**src/rtl/serial_pkg.sv**
```systemverilog
// Shared definitions for the serial CRC framing path.
package serial_pkg;

    typedef enum logic [2:0] {
        IDLE,
        INIT,
        DATA,
        STALL,
        CRC,
        GAP
    } framer_state_t;

    localparam int CRC_W = 16;
    localparam logic [CRC_W-1:0] CRC_SEED = 16'hFFFF;

endpackage

```
**src/rtl/serial_crc_framer.sv**
```systemverilog
// Byte-to-bit frame serializer: shifts payload words out MSB-first while feeding
// an external serial CRC block, then appends that block's CRC to the line.
module serial_crc_framer #(
    parameter int DATA_W     = 8,
    parameter int CRC_W      = serial_pkg::CRC_W,
    parameter int GAP_CYCLES = 2
) (
    input  logic              clk,
    input  logic              reset,
    input  logic [DATA_W-1:0] in_data,
    input  logic              in_valid,
    input  logic              in_last,
    output logic              in_ready,
    output logic              crc_init,
    output logic              crc_enable,
    output logic              crc_data,
    input  logic [CRC_W-1:0]  crc_value,
    output logic              tx_bit,
    output logic              tx_valid,
    output logic              tx_frame,
    output logic              underrun
);
    import serial_pkg::*;

    localparam int BW = (DATA_W > 1) ? $clog2(DATA_W) : 1;
    localparam int CW = (CRC_W > 1) ? $clog2(CRC_W) : 1;
    localparam int GW = (GAP_CYCLES > 1) ? $clog2(GAP_CYCLES) : 1;
    localparam logic [BW-1:0] BIT_LAST = BW'(DATA_W - 1);
    localparam logic [CW-1:0] CRC_LAST = CW'(CRC_W - 1);
    localparam logic [GW-1:0] GAP_LAST = GW'((GAP_CYCLES > 0) ? GAP_CYCLES - 1 : 0);

    framer_state_t     state;
    framer_state_t     next_state;
    logic [DATA_W-1:0] sr;
    logic              last_q;
    logic [BW-1:0]     bit_cnt;
    logic [CW-1:0]     crc_cnt;
    logic [GW-1:0]     gap_cnt;
    logic              stall_seen;
    logic              accept;
    logic              word_end;

    assign accept   = in_valid & in_ready;
    assign word_end = (state == DATA) && (bit_cnt == BIT_LAST);

    always_ff @(posedge clk) begin
        if (!reset) begin
            state <= IDLE;
        end else begin
            state <= next_state;
        end
    end

    always_comb begin
        next_state = state;
        unique case (state)
            IDLE:    if (accept) next_state = INIT;
            INIT:    next_state = DATA;
            DATA: begin
                if (word_end) begin
                    if (last_q) next_state = CRC;
                    else if (!accept) next_state = STALL;
                end
            end
            STALL:   if (accept) next_state = DATA;
            CRC: begin
                if (crc_cnt == CRC_LAST) next_state = (GAP_CYCLES == 0) ? IDLE : GAP;
            end
            GAP:     if (gap_cnt == GAP_LAST) next_state = IDLE;
            default: next_state = IDLE;
        endcase
    end

    // Counters restart on any state change; bit_cnt also wraps on an in-place word reload.
    always_ff @(posedge clk) begin
        if (!reset) begin
            sr         <= '0;
            last_q     <= 1'b0;
            bit_cnt    <= '0;
            crc_cnt    <= '0;
            gap_cnt    <= '0;
            stall_seen <= 1'b0;
        end else begin
            stall_seen <= (state == STALL);
            if (accept) begin
                sr     <= in_data;
                last_q <= in_last;
            end else if (state == DATA) begin
                sr <= sr << 1;
            end

            if (state != next_state || word_end) bit_cnt <= '0;
            else if (state == DATA)              bit_cnt <= bit_cnt + BW'(1);

            if (state != next_state) crc_cnt <= '0;
            else if (state == CRC)   crc_cnt <= crc_cnt + CW'(1);

            if (state != next_state) gap_cnt <= '0;
            else if (state == GAP)   gap_cnt <= gap_cnt + GW'(1);
        end
    end

    always_comb begin
        in_ready   = 1'b0;
        crc_init   = 1'b0;
        crc_enable = 1'b0;
        crc_data   = 1'b0;
        tx_bit     = 1'b0;
        tx_valid   = 1'b0;
        tx_frame   = 1'b0;
        underrun   = 1'b0;
        unique case (state)
            IDLE: in_ready = 1'b1;
            INIT: begin
                crc_init = 1'b1;
                tx_frame = 1'b1;
            end
            DATA: begin
                tx_valid   = 1'b1;
                tx_frame   = 1'b1;
                crc_enable = 1'b1;
                crc_data   = sr[DATA_W-1];
                tx_bit     = sr[DATA_W-1];
                in_ready   = (bit_cnt == BIT_LAST) && !last_q;
            end
            STALL: begin
                in_ready = 1'b1;
                tx_frame = 1'b1;
                underrun = !stall_seen;
            end
            CRC: begin
                tx_valid = 1'b1;
                tx_frame = 1'b1;
                tx_bit   = crc_value[CRC_LAST - crc_cnt];
            end
            GAP:     ;
            default: ;
        endcase
    end

endmodule

```
**config.mk**
```make
export PLATFORM = sky130hd
export DESIGN_NAME = serial_crc_framer
export DESIGN_NICKNAME = d
export VERILOG_FILES = /design/src/rtl/serial_pkg.sv /design/src/rtl/serial_crc_framer.sv
export SDC_FILE = /design/constraint.sdc
export NUM_CORES = 1
export LEC_CHECK = 0
export CAP_MARGIN = 20
export CORE_MARGIN = 8
export CORE_UTILIZATION = 50
export DETAILED_ROUTE_END_ITERATION = 6
export PLACE_DENSITY = 0.94
export SYNTH_ARGS = -nofsm -noshare
export SYNTH_HDL_FRONTEND = slang
export SYNTH_SLANG_ARGS = --single-unit
```
**constraint.sdc**
```tcl
create_clock -name clk -period 3 [get_ports clk]
set_clock_uncertainty 0.1 [all_clocks]
set_input_delay 0.3 -clock clk [delete_from_list [all_inputs] [get_ports clk]]
set_output_delay 0.3 -clock clk [all_outputs]
set_load 0.01 [all_outputs]
```
==> summary.md <==
| Metric | Value |
|---|---|
| Status | finished clean |
| Design area | ~0.0017 mm² |
| Max H-tree Level | 1 |
| Gate Count Post-Synth | 129 |
| R2R Path Start | bit_cnt[0] |
| Detail Route Antenna Nets | 0 |
| Period minus WS final | approximately 2800 ps |
| Top FF cell, synth | dfxtp_1 |
| P_leak | slightly below 0.7 nW |
| Clock buffer depth | 2 |
| HP Class | reg -> reg |
| RSZ-0062 raised after global routing | no |
| DR WL/cell | about 15 µm |
| Syn_nets | 160 |
| Initial antenna violation count | 0 |
| First-pass GRT wire length | between 4 and 5 mm |
| Post-CTS Setup Repair Bufs | 0 |
| #FFs+latches synth | 21 |
| Placed insts | roughly 190 |
| GPL Wtd Cong | around 0.9 |
| Final net count | around 190 |
| Post-Syn Area | about 0.0013 mm² |
| Routed wire length | 2.809 mm |
| Total power per unit cell area | between 300 and 400 mW/mm² |
| Synth warnings | 0 |
| FILL cells | 190 |
| Post-synth EDFFs | 0 |
| Layout cells sized above 1 | about 8.7% |
| Netlist cell types | 38 |
| Max Freq | approximately 350 MHz |
| Core area | approximately 0.0025 mm² |
| Hold path startpoint | bit_cnt[1] |
| Max-Cap Viols | 0 |
| CP Launch Type | flop |
| Die Width | around 67 µm |
| Slew Viols, Final | 0 |
| Placed cell area | about 0.0016 mm² |
| Ports | 36 |
| DRC viols | 0 |
| Setup TNS | 0 ps |
| Gr ovfl total | 0 |
| Footprint of the multi-input gates | between 800 and 900 µm² |
| Worst slew pin tran | roughly 560 ps |
| CTS buffer count | 3 |
| GRT Util Overall | 13.45% |
| Worst relative slew slack | between 60% and 70% |
| Synthesis-to-layout area growth | 28.95% |
| Peak VDD IR | between 0.0003 and 0.0004 V |
| Hold Vio Cnt, Final | 0 |
| Final period util | ~95% |
| Port bufs | 35 |
| CTS sink count | 21 |
| Die area | between 0.004 and 0.005 mm² |
| Crit path DAT | about 2500 ps |
| Critical path endpoint category | output pin |
| Clock Pin Slew Worst Setup and Hold Paths | approximately 120 ps |
| Crit. Startpoint | crc_cnt[0] |
| CTS tree | built |
| Post-Layout Cell Count | 191 |
| Setup-failing EPs final | 0 |
| Post-Syn Area per Cell | 9.951 µm² |
| HPWL after DPL | roughly 2.3 mm |
| Via density per instance | 5.440 |
| Drt pass-1 iters | 4 |
| Req. time, crit path | roughly 2600 ps |
| Vias post-DR | between 1000 and 1500 |
| Seq/Total Area, Yosys | around a third |
| Die extent in y | around 67 µm |
| Rows | 18 |
| Sequential Area | about 420 µm² |
| Initial Util | a little over half |
| Root Buffer | clkbuf_4 |
| Largest net degree at the start of global routing | 18 |
| Worst-Skew Late Latency | 310 ps |
| Vias in the first global route | roughly 1100 |
| Ys async rst share | 0% |
| ANT cells | 0 |
| Critical path class | reg -> out |
| DR iter-0 viols | 37 |
| CP Max Fanout | 7 |
stage by stage:
stage	worst slack, ps	power [mW]	utilization [%]	hold WS, ps
CTS	22.65	0.5953	67.38	429.2
detailed placement	280.7	0.4593	66.31	400.3
global route	91.61	0.6234	67.43	453.2
global placement	331.6	0.4526	66.31	379.8
finish	154.3	0.5917	67.43	422.5
floorplan	983.7	0.3962	-	328.2
power by group:
part           internal (mW)  switching (mW)
combinational         0.0878          0.0552
sequential             0.294          0.0152
clock                 0.0520          0.0874
logic make-up (layout without fill, tap and decap cells):
group / after synthesis / in the layout / share of synthesized area (%)
muxes: 21 / 21 / 22.03
and+or+nand+nor: 50 / 50 / 22.03
xor gates and xnor gates: 4 / 4 / 2.730
buffers and inverters: 10 / 42 / 4.581
adders and majority gates: 3 / 3 / 2.924
DFF: 21 / 21 / 32.75
AOI/OAI and AO/OA: 20 / 20 / 12.96
cells in the final DEF (no fill, tap or decap), drive strengths merged, types with 2 or more instances in the layout:
master / synthesis / routed
a21oi: 3 / 3
clkbuf: 3 / 4
clkdlybuf4s50: 0 / 35
dfxtp: 21 / 21
ha: 3 / 3
inv: 2 / 2
mux2: 3 / 3
mux2i: 14 / 14
mux4: 4 / 4
nand2: 12 / 12
nand2b: 4 / 4
nand4: 2 / 2
nor2: 7 / 7
nor2b: 10 / 10
nor3: 2 / 2
nor3b: 5 / 5
nor4: 2 / 2
o211a: 7 / 7
o21ai: 4 / 4
or2: 2 / 2
xnor2: 2 / 2
xor2: 2 / 2
per-layer routing:
layer / GRT usage [%] / routed length (µm) / share of wire, % / up-vias
met1: 14.44 / 1171 / 42 / 481
met3: 3.523 / 120 / 4.3 / 2
met2: 24.49 / 1489 / 53 / 20
met4: 4.800 / 27 / 0.96 / 0
li1: - / - / - / 536
met5: 0 / 0 / 0 / -
critical path, cell delays in order, from the launching register on:
cell	delay [ps]
dfxtp_2	440
mux4_1	560
mux2_2	290
a311o_1	350
clkdlybuf4s50_1	490
final cells by class:
type                            instances  area share [%]
Multi-Input combinational cell         98           48.60
Sequential cell                        21           25.47
Timing Repair Buffer                   36           21.62
Tap cell                               30           2.268
Clock buffer                            4           1.587
Inverter                                2          0.4535
cells in the mapped netlist, drive strengths merged (2+ instances only):
master  count  area, µm²
nor2b      10      62.56
nor2        7      26.28
nand4       2      12.51
nand2b      4      25.02
nor4        2      12.51
mux2i      14      140.1
mux4        4      105.1
nor3b       5      42.54
ha          3      37.54
nor3        2      15.01
nand2      12      45.04
o21ai       4      20.01
xnor2       2      17.52
inv         2      7.510
mux2        3      37.53
dfxtp      21      420.4
or2         2      12.51
o211a       7      70.07
buf         5      40.04
clkbuf      3      11.26
xor2        2      17.52
a21oi       3      15.01
sequential cells by signal, summed over array words and instances (netlist names):
name / cells
last_q: 1
state: 3
sr: 8
bit_cnt: 3
stall_seen: 1
crc_cnt: 4
gap_cnt: 1
worst paths after layout:
kind / end / slack [ps] / depth (start not counted)
setup / recovery: tx_bit / 150 / 4
hold / removal: bit_cnt[1] / 420 / 2
hold reg to reg: bit_cnt[1] / 420 / 2
setup reg to reg: crc_cnt[0] / 750 / 7
repair_timing:
item,4_1_cts,5_1_grt
gates resized for setup,0,1
endpoints found under the setup margin,0,1
hold buffers,0,0
Power figures use the tool's default switching activity.
